## config.mk

```make
export PLATFORM = sky130hd
export DESIGN_NAME = cramer_seq_flat
export DESIGN_NICKNAME = d
export VERILOG_FILES = /design/src/rtl/cramer_seq_if.sv /design/src/rtl/cramer_seq.sv /design/src/flat_wrapper.sv
export SDC_FILE = /design/constraint.sdc
export NUM_CORES = 1
export LEC_CHECK = 0
export CORE_MARGIN = 5
export CORE_UTILIZATION = 58
export CTS_CLUSTER_DIAMETER = 120
export DETAILED_ROUTE_END_ITERATION = 10
export PLACE_DENSITY = 0.87
export SETUP_SLACK_MARGIN = 0.2
export SYNTH_ARGS = -nofsm -noshare
export SYNTH_HDL_FRONTEND = slang
export SYNTH_SLANG_ARGS = --single-unit
```

## constraint.sdc

```tcl
create_clock -name clk -period 7.66 [get_ports clk]
set_input_delay 1.149 -clock clk [delete_from_list [all_inputs] [get_ports clk]]
set_output_delay 1.149 -clock clk [all_outputs]
set_load 0.05 [all_outputs]
```

## src/rtl/cramer_seq_if.sv

```systemverilog
// Bus bundle for cramer_seq: solve request, coefficient RAM read port and result handshake.
// Optional remainder outputs are present only when CRAMER_SEQ_REM_EN is defined.
interface cramer_seq_if;
  logic        start;
  logic        busy;
  logic [4:0]  mem_addr;
  logic        mem_rd;
  logic [11:0] mem_q;
  logic [23:0] val_x;
  logic [23:0] val_y;
  logic        singular;
  logic        out_valid;
  logic        out_ready;
`ifdef CRAMER_SEQ_REM_EN
  logic [23:0] rem_x;
  logic [23:0] rem_y;
`endif

  modport master (
    input  start, mem_q, out_ready,
`ifdef CRAMER_SEQ_REM_EN
    output rem_x, rem_y,
`endif
    output busy, mem_addr, mem_rd, val_x, val_y, singular, out_valid
  );

  modport slave (
    output start, mem_q, out_ready,
`ifdef CRAMER_SEQ_REM_EN
    input  rem_x, rem_y,
`endif
    input  busy, mem_addr, mem_rd, val_x, val_y, singular, out_valid
  );
endinterface

```

## src/rtl/cramer_seq.sv

```systemverilog
// Sequential 2x2 Cramer solver: fetch six coefficients, shared multiplier, two 24-step divisions.
// Define CRAMER_SEQ_REM_EN to add signed remainder outputs rem_x/rem_y.
module cramer_seq #(
  parameter logic [4:0] BASE_ADDR = 5'd0
) (
  input logic        clk,
  input logic        reset,
  cramer_seq_if.master bus
);
  typedef enum logic [2:0] {IDLE, FETCH, MUL, DET, DIV_X, DIV_Y, HOLD} state_t;

  state_t             state_q;
  logic [4:0]         cnt_q;
  logic signed [11:0] w_q [6];
  logic signed [23:0] p_q [6];
  logic [23:0]        dvs_q, quo_q, rem_q, dy_mag_q, qx_q;
  logic               neg_quo_q, dy_neg_q, d_neg_q;
  logic               busy_q, mem_rd_q, singular_q, out_valid_q;
  logic [4:0]         mem_addr_q;
  logic [23:0]        val_x_q, val_y_q;
`ifdef CRAMER_SEQ_REM_EN
  logic               neg_rem_q;
  logic [23:0]        rx_q, rem_x_q, rem_y_q;
  logic [23:0]        rem_s_d;
`endif

  logic signed [11:0] mul_a, mul_b;
  logic signed [23:0] prod_d, det_d, dx_d, dy_d;
  logic [2:0]         widx;
  logic [24:0]        sh_d, trial_d;
  logic [23:0]        rem_nx, quo_nx, quo_s_d;

  function automatic logic [23:0] mag(input logic [23:0] v);
    return v[23] ? -v : v;
  endfunction

  assign widx   = cnt_q[2:0] - 3'd1;
  assign prod_d = mul_a * mul_b;
  assign det_d  = p_q[0] - p_q[1];
  assign dx_d   = p_q[2] - p_q[3];
  assign dy_d   = p_q[4] - p_q[5];

  always_comb begin
    mul_a = '0;
    mul_b = '0;
    case (cnt_q[2:0])
      3'd0: begin mul_a = w_q[0]; mul_b = w_q[3]; end
      3'd1: begin mul_a = w_q[2]; mul_b = w_q[1]; end
      3'd2: begin mul_a = w_q[4]; mul_b = w_q[3]; end
      3'd3: begin mul_a = w_q[5]; mul_b = w_q[1]; end
      3'd4: begin mul_a = w_q[0]; mul_b = w_q[5]; end
      3'd5: begin mul_a = w_q[2]; mul_b = w_q[4]; end
      default: ;
    endcase
  end

  // Restoring division on magnitudes; signs are reapplied on the final step.
  always_comb begin
    sh_d    = {rem_q, quo_q[23]};
    trial_d = sh_d - {1'b0, dvs_q};
    if (!trial_d[24]) begin
      rem_nx = trial_d[23:0];
      quo_nx = {quo_q[22:0], 1'b1};
    end else begin
      rem_nx = sh_d[23:0];
      quo_nx = {quo_q[22:0], 1'b0};
    end
    quo_s_d = neg_quo_q ? -quo_nx : quo_nx;
`ifdef CRAMER_SEQ_REM_EN
    rem_s_d = neg_rem_q ? -rem_nx : rem_nx;
`endif
  end

  always_ff @(posedge clk or negedge reset) begin
    if (!reset) begin
      state_q     <= IDLE;
      cnt_q       <= '0;
      for (int unsigned i = 0; i < 6; i++) begin
        w_q[i] <= '0;
        p_q[i] <= '0;
      end
      dvs_q       <= '0;
      quo_q       <= '0;
      rem_q       <= '0;
      dy_mag_q    <= '0;
      qx_q        <= '0;
      neg_quo_q   <= 1'b0;
      dy_neg_q    <= 1'b0;
      d_neg_q     <= 1'b0;
      busy_q      <= 1'b0;
      mem_rd_q    <= 1'b0;
      mem_addr_q  <= BASE_ADDR;
      singular_q  <= 1'b0;
      out_valid_q <= 1'b0;
      val_x_q     <= '0;
      val_y_q     <= '0;
`ifdef CRAMER_SEQ_REM_EN
      neg_rem_q   <= 1'b0;
      rx_q        <= '0;
      rem_x_q     <= '0;
      rem_y_q     <= '0;
`endif
    end else begin
      case (state_q)
        IDLE: if (bus.start) begin
          state_q    <= FETCH;
          busy_q     <= 1'b1;
          mem_rd_q   <= 1'b1;
          mem_addr_q <= BASE_ADDR;
          cnt_q      <= '0;
        end
        // Read data trails the address by one cycle, so capture runs one step behind.
        FETCH: begin
          if (cnt_q != 5'd0) w_q[widx] <= bus.mem_q;
          if (cnt_q < 5'd5) begin
            mem_addr_q <= BASE_ADDR + cnt_q + 5'd1;
          end else begin
            mem_rd_q   <= 1'b0;
            mem_addr_q <= BASE_ADDR;
          end
          if (cnt_q == 5'd6) begin
            state_q <= MUL;
            cnt_q   <= '0;
          end else begin
            cnt_q <= cnt_q + 5'd1;
          end
        end
        MUL: begin
          p_q[cnt_q[2:0]] <= prod_d;
          if (cnt_q == 5'd5) begin
            state_q <= DET;
            cnt_q   <= '0;
          end else begin
            cnt_q <= cnt_q + 5'd1;
          end
        end
        DET: if (det_d == '0) begin
          state_q     <= HOLD;
          singular_q  <= 1'b1;
          out_valid_q <= 1'b1;
          val_x_q     <= '0;
          val_y_q     <= '0;
`ifdef CRAMER_SEQ_REM_EN
          rem_x_q     <= '0;
          rem_y_q     <= '0;
`endif
        end else begin
          state_q    <= DIV_X;
          cnt_q      <= '0;
          singular_q <= 1'b0;
          dvs_q      <= mag(det_d);
          quo_q      <= mag(dx_d);
          rem_q      <= '0;
          neg_quo_q  <= dx_d[23] ^ det_d[23];
          dy_mag_q   <= mag(dy_d);
          dy_neg_q   <= dy_d[23];
          d_neg_q    <= det_d[23];
`ifdef CRAMER_SEQ_REM_EN
          neg_rem_q  <= dx_d[23];
`endif
        end
        DIV_X: begin
          rem_q <= rem_nx;
          quo_q <= quo_nx;
          if (cnt_q == 5'd23) begin
            state_q   <= DIV_Y;
            cnt_q     <= '0;
            qx_q      <= quo_s_d;
            quo_q     <= dy_mag_q;
            rem_q     <= '0;
            neg_quo_q <= dy_neg_q ^ d_neg_q;
`ifdef CRAMER_SEQ_REM_EN
            rx_q      <= rem_s_d;
            neg_rem_q <= dy_neg_q;
`endif
          end else begin
            cnt_q <= cnt_q + 5'd1;
          end
        end
        DIV_Y: begin
          rem_q <= rem_nx;
          quo_q <= quo_nx;
          if (cnt_q == 5'd23) begin
            state_q     <= HOLD;
            cnt_q       <= '0;
            out_valid_q <= 1'b1;
            val_x_q     <= qx_q;
            val_y_q     <= quo_s_d;
`ifdef CRAMER_SEQ_REM_EN
            rem_x_q     <= rx_q;
            rem_y_q     <= rem_s_d;
`endif
          end else begin
            cnt_q <= cnt_q + 5'd1;
          end
        end
        HOLD: if (bus.out_ready) begin
          state_q     <= IDLE;
          out_valid_q <= 1'b0;
          busy_q      <= 1'b0;
        end
        default: state_q <= IDLE;
      endcase
    end
  end

  assign bus.busy      = busy_q;
  assign bus.mem_rd    = mem_rd_q;
  assign bus.mem_addr  = mem_addr_q;
  assign bus.val_x     = val_x_q;
  assign bus.val_y     = val_y_q;
  assign bus.singular  = singular_q;
  assign bus.out_valid = out_valid_q;
`ifdef CRAMER_SEQ_REM_EN
  assign bus.rem_x     = rem_x_q;
  assign bus.rem_y     = rem_y_q;
`endif
endmodule

```

## src/flat_wrapper.sv

```systemverilog
// flat-port wrapper written by rule: the top's interface ports become plain ports
module cramer_seq_flat 
#(
  parameter logic [4:0] BASE_ADDR = 5'd0
)
  (clk, reset, bus_start, bus_mem_q, bus_out_ready, bus_busy, bus_mem_addr, bus_mem_rd, bus_val_x, bus_val_y, bus_singular, bus_out_valid);
  cramer_seq_if bus_i ();
  input logic clk;
  input logic reset;
  input wire logic [$bits(bus_i.start)-1:0] bus_start;
  input wire logic [$bits(bus_i.mem_q)-1:0] bus_mem_q;
  input wire logic [$bits(bus_i.out_ready)-1:0] bus_out_ready;
  output wire logic [$bits(bus_i.busy)-1:0] bus_busy;
  output wire logic [$bits(bus_i.mem_addr)-1:0] bus_mem_addr;
  output wire logic [$bits(bus_i.mem_rd)-1:0] bus_mem_rd;
  output wire logic [$bits(bus_i.val_x)-1:0] bus_val_x;
  output wire logic [$bits(bus_i.val_y)-1:0] bus_val_y;
  output wire logic [$bits(bus_i.singular)-1:0] bus_singular;
  output wire logic [$bits(bus_i.out_valid)-1:0] bus_out_valid;
  assign bus_i.start = bus_start;
  assign bus_i.mem_q = bus_mem_q;
  assign bus_i.out_ready = bus_out_ready;
  assign bus_busy = bus_i.busy;
  assign bus_mem_addr = bus_i.mem_addr;
  assign bus_mem_rd = bus_i.mem_rd;
  assign bus_val_x = bus_i.val_x;
  assign bus_val_y = bus_i.val_y;
  assign bus_singular = bus_i.singular;
  assign bus_out_valid = bus_i.out_valid;
  cramer_seq #(.BASE_ADDR(BASE_ADDR)) u_core (.clk(clk), .reset(reset), .bus(bus_i));
endmodule
```

### Word level (Yosys, flattened, before mapping)

Cells that the tools add are included.

* add/subtract/negate cells: 10
* $mul: 1
* $lt $le $gt $ge: 5
* equal/unequal tests: 23
* multiplexer cells: 53
* bitwise logic cells: 5
* reductions and logical operators: 30

Operator list (count)
* 24-bit two-way mux: 13
* 144-bit bitwise mux: 1
* 24-bit one-hot mux with 3 select lines: 2
* 24-bit negator: 4
* 12-bit one-hot mux with 4 select lines: 2
* 24-bit one-hot mux with 2 select lines: 2
* 72-bit bitwise mux: 1
* 24-bit demux with 3-bit select: 1
* 24-bit subtractor: 3
* 12-bit demux with 3-bit select: 1
* 5-bit two-way mux: 6
* 5-bit one-hot mux with 5 select lines: 1
* 25-bit by 24-bit subtractor with 25-bit output: 1
* 24-bit zero test: 1
* 12-bit by 12-bit multiplier with 24-bit output: 1
* 3-bit one-hot mux with 7 select lines: 1
* 3-bit two-way mux: 6
* 3-bit equality test (second input constant): 5
* 3-bit AND reduction: 5
* 3-bit by 2-bit equality test with 1-bit output (second input constant): 4
* 12-bit two-way mux: 1
* 5-bit by 3-bit equality test with 1-bit output (second input constant): 2
* 2-bit by 1-bit != test with 1-bit output (second input constant): 5
* 5-bit one-hot mux with 2 select lines: 1
* 24 further kinds: 57

* register bits after elaboration: 404
* output and inout port bits: 57
* logic and storage cells: 156

### Logic depth before layout (Yosys ltp)

* depth in word-level cells: 7
* gate-level depth with buffers: 33
* depth with buffers taken out: 29

### Worst setup path before layout

Ideal clock, no wire load.

* path type: flip-flop to flip-flop
* from: reg u_core.cnt_q[0]
* to: reg u_core.p_q[45] (netlist bit)
* library setup time: 125 ps
* arrival time: 7064 ps
* setup slack: 472 ps
* cell stages (with the launch flop): 31
* buffers on the path: 5
* cells stage by stage: dfrtp_1 -> clkbuf_1 -> inv_1 -> ha_1 -> clkbuf_1 -> clkbuf_1 -> clkbuf_1 -> a22oi_1 -> o21ai_0 -> clkbuf_1 -> nand2_1 -> fa_1 -> inv_1 -> ha_1 -> fa_1 -> inv_1 -> fa_1 -> fa_1 -> inv_1 -> ha_1 -> nor2b_1 -> o21ai_0 -> a21boi_0 -> o21ai_0 -> a21oi_1 -> a41oi_1 -> a21oi_1 -> a311o_1 -> a21oi_1 -> xnor2_1 -> mux2_2

* word-level cells in the longest chain between the ends: 6
* elaborated cells on any way between the ends: 20

RTL lines
* start, declared: line cramer_seq.sv:13 `logic [4:0] cnt_q;`
* start signal, assigned: line cramer_seq.sv:125 `cnt_q <= cnt_q + 5'd1;`
* start signal, assigned: line cramer_seq.sv:134 `cnt_q <= cnt_q + 5'd1;`
* start signal, assigned: line cramer_seq.sv:177 `cnt_q <= cnt_q + 5'd1;`
* branches (longest 5 deep; another with 12-bit by 12-bit multiplier with 24-bit output)
* 144-bit bitwise mux (*): line cramer_seq.sv:129 `p_q[cnt_q[2:0]] <= prod_d;`
* end signal, assigned by index: line cramer_seq.sv:129
* end, declared: line cramer_seq.sv:15 `logic signed [23:0] p_q [6];`

Every way passes the cells marked *.
A chain may end at the register's enable or synchronous reset.

### Final worst setup path

* from: reg u_core.cnt_q[1]
* to: reg u_core.p_q[111] (netlist bit)

Same word-level chain as after synthesis.

==> impl_metrics.ini <==
[run_status]
outcome = finished, final reports clean

[routing]
number_of_remaining_drc_errors = 0
drt-initial-drc-count = 1960
detailedRoute.firstPassIterationCount = 8
vias_per_cell = 6.00
wirelength_um = 70200
route.vias.total = 23015
detail-route-antenna-nets = 0
detail_route.wl_per_cell_um = 18.3

[finish]
design.final.nets = 3442
num_antenna_cells = 0
leading_cell_type_in_the_layout_fill_and_taps_excluded = sky130_fd_sc_hd__dfrtp_1
fraction_of_layout_instances_using_a_drive_strength_above_1 = 0.123
finish.cell_count_without_fillers = 3838
num-fill-cells = 3757
final_cell_mix = 403 x sky130_fd_sc_hd__dfrtp_1, 363 x sky130_fd_sc_hd__nand2_1, 285 x sky130_fd_sc_hd__inv_1
area_delta_synth_final_pct = 11.3
final_util = 0.649

[floorplanning]
die_area_um2 = 54600
placementRows = 82
floorplan.die.width_um = 234
initial_core_util = 0.583
die_h_um = 234
design.core.area_um2 = 49800
boundaryPins = 73

[critical_path]
cp_slowest_cell = sky130_fd_sc_hd__a221oi_1
cp_cell_sequence = inv_1, ha_2, a21o_1, buf_4, a221oi_1, buf_4, nor3_1, fa_1, inv_1, fa_1, fa_1, inv_1, fa_1, inv_1, fa_1, inv_1, ha_1, o21ai_0, a21oi_2, a41oi_2, nor2b_1, xnor2_1, mux2_2
cp_max_fo = 12
critical_path_depth = 23
path_buf_inv = 7
worst_setup_path_type = reg -> reg
setup.worst_path.start_class = register
crit-reg2reg-capture = u_core.p_q[111]
r2r_setup_slack_ns = 0.43
critical_path.endpoint_type = register
critical-path-max-stage-delay_ns = 0.76
reg2reg_depth = 23
worst_path_top_cell_family_by_delay = adder cells
arrival_ns = 7.74
critical_path.reg2reg.startpoint = u_core.cnt_q[1]
required_worst_endpoint_ns = 8.17

[logic_synthesis]
synth_edf_count = 0
unique_cell_type_count_in_the_yosys_netlist = 81
syn_area_per_cell_um2 = 9.38
synth-seq-cells = 404
dominantRegCellSynth = sky130_fd_sc_hd__dfrtp_1
cell_count_after_synthesis = 3089
async_reset_ff_frac = 1.00
postSynthNetCount = 3401
synth_area_um2 = 29000
post_synthesis_sequential_area_ratio = 0.349
synth.yosys.warnings = 0
synth.area.top_cells = sky130_fd_sc_hd__dfrtp_1 35%, sky130_fd_sc_hd__fa_1 9.9%, sky130_fd_sc_hd__mux2_2 7.4%
synth_largest_type_area_fraction = 0.349
yosys.area.top_type = sky130_fd_sc_hd__dfrtp_1

[worst_hold_path]
holdPathStages = 2
worstHoldPathType = reg -> reg
hp-start = u_core.bus.val_y[13]
holdPathEnd = u_core.bus.val_y[13]

[placed_design]
io_buffer_count = 72
placed_cells_incl_taps = 3754
place.gp.congestion = 0.932
dp_hpwl_um = 51600

[global_route]
grt.overflow.total = 0
grt_pass1_wl_um = 117000
first_global_vias = 23131
grt_start_max_net_pins = 142
grt_antenna_before_repair = 0
grt.total_usage = 0.260

[timing]
hold_viol = 0
grt_setup_unrepaired = yes
clock.fmax_ghz = 0.138
fin_crit_sh = 0.944
setup_viol = 0
finalMaxSlewViolations = 0
max_slew_margin = 0.184
tns_ns = 0
tightestPinTransition_ns = 1.22
final.min_clock_period_ns = 7.23
finalClockSkew_ns = 0.0287
fin_worst_hold_slack_ns = 0.478

[flow_run]
timing.max_cap.violations = 0

[clock_tree]
cts_max_path_buffers = 3
cts-htree-levels = 2
clock_tree.root_cell = sky130_fd_sc_hd__clkbuf_16
cts-buffers-inserted = 44
clock_tree_from_tritoncts = done
clk-insertion-delay-late_ns = 0.61
cts.clk_slew.worst_paths_ns = 0.06
cts.sinks = 404
cts-hold-fix-buffers = 0
-- worst max-delay path by stage --
stage                      endpoint  slack, ns       startpoint
floorplan            u_core.p_q[45]       0.47  u_core.cnt_q[0]
global placement     u_core.p_q[71]       0.21  u_core.cnt_q[0]
detailed placement   u_core.p_q[47]       -0.1  u_core.cnt_q[0]
CTS                  u_core.p_q[93]       0.21  u_core.cnt_q[0]
global route         u_core.p_q[92]       0.16  u_core.cnt_q[0]
finish              u_core.p_q[111]       0.43  u_core.cnt_q[1]
-- per-layer routing --
| layer | vias to the layer above | wire length (µm) | track usage |
|---|---|---|---|
| met2 | 853 | 33800 | 0.435 |
| met3 | 182 | 4620 | 0.0427 |
| met4 | 0 | 3030 | 0.109 |
| met1 | 11233 | 28800 | 0.336 |
| li1 | 10747 | - | - |
| met5 | - | 0 | 0 |
-- metrics by stage --
step                setup WS, ns  cell area [µm²]
floorplan                  0.472            29000
global placement           0.215            30500
detailed placement       -0.0987            30500
CTS                        0.207            32200
global route               0.164            32300
finish                     0.428            32300
-- worst reg2reg max path: stages, from the launching register on --
cell and delay (ns):
sky130_fd_sc_hd__dfrtp_1 0.47, sky130_fd_sc_hd__inv_1 0.17, sky130_fd_sc_hd__ha_2 0.29, sky130_fd_sc_hd__a21o_1 0.26
sky130_fd_sc_hd__buf_4 0.20, sky130_fd_sc_hd__a221oi_1 0.76, sky130_fd_sc_hd__buf_4 0.26, sky130_fd_sc_hd__nor3_1 0.07
sky130_fd_sc_hd__fa_1 0.40, sky130_fd_sc_hd__inv_1 0.08, sky130_fd_sc_hd__fa_1 0.44, sky130_fd_sc_hd__fa_1 0.55
sky130_fd_sc_hd__inv_1 0.06, sky130_fd_sc_hd__fa_1 0.48, sky130_fd_sc_hd__inv_1 0.05, sky130_fd_sc_hd__fa_1 0.48
sky130_fd_sc_hd__inv_1 0.04, sky130_fd_sc_hd__ha_1 0.32, sky130_fd_sc_hd__o21ai_0 0.15, sky130_fd_sc_hd__a21oi_2 0.21
sky130_fd_sc_hd__a41oi_2 0.17, sky130_fd_sc_hd__nor2b_1 0.18, sky130_fd_sc_hd__xnor2_1 0.74, sky130_fd_sc_hd__mux2_2 0.32
-- synth_stat cells, drive strengths merged (8+ instances only) --
cell	count
a211oi	17
a21boi	15
a21o	43
a21oi	172
a221o	14
a222oi	15
a22o	25
a22oi	16
a31oi	23
and2	34
and3	18
buf	27
clkbuf	110
dfrtp	404
fa	143
ha	153
inv	285
mux2	190
mux2i	21
nand2	363
nand2b	16
nand3	40
nand4	8
nor2	215
nor2b	24
nor3	43
nor4	12
o211ai	14
o21a	12
o21ai	221
o21bai	14
o31ai	41
or2	21
or3	20
or4	8
xnor2	109
xor2	74
-- kinds of logic after synthesis --
logic type | count (synthesis) | share of synthesized area
simple gates | 847 | 0.132
fa+ha+maj | 296 | 0.165
compound gates | 725 | 0.162
flops | 404 | 0.349
xor+xnor | 183 | 0.0553
buf+inv | 423 | 0.0561
mux | 211 | 0.0811
-- registers in the layout, indices dropped and copies added (netlist names), 3 cells and up --
name and count:
u_core.p_q 144, u_core.w_q 72, u_core.bus.val_x 24, u_core.bus.val_y 24, u_core.dvs_q 24, u_core.dy_mag_q 24
u_core.quo_q 24, u_core.qx_q 24, u_core.rem_q 24, u_core.bus.mem_addr 5, u_core.cnt_q 5, u_core.state_q 3
-- area by class of cell --
cell class | instances | area [µm²] | share of cell area
Inverter | 286 | 1070 | 0.0333
Sequential cell | 404 | 10100 | 0.313
Clock buffer | 55 | 1250 | 0.0388
Multi-Input combinational cell | 2262 | 17400 | 0.539
Clock inverter | 27 | 402 | 0.0124
Timing Repair Buffer | 132 | 1200 | 0.0372
Tap cell | 672 | 841 | 0.0261
-- timing repair --
| action | 4_1_cts | 5_1_grt |
|---|---|---|
| resized for setup | 4 | 29 |
| hold endpoints to repair | 0 | 0 |
| buffers inserted | 0 | 2 |
| setup endpoints to repair | 42 | 66 |
| pin swaps | 0 | 5 |
Power is not shown: default switching activity piles up to over one toggle a cycle in this logic, so the estimate is an artifact.
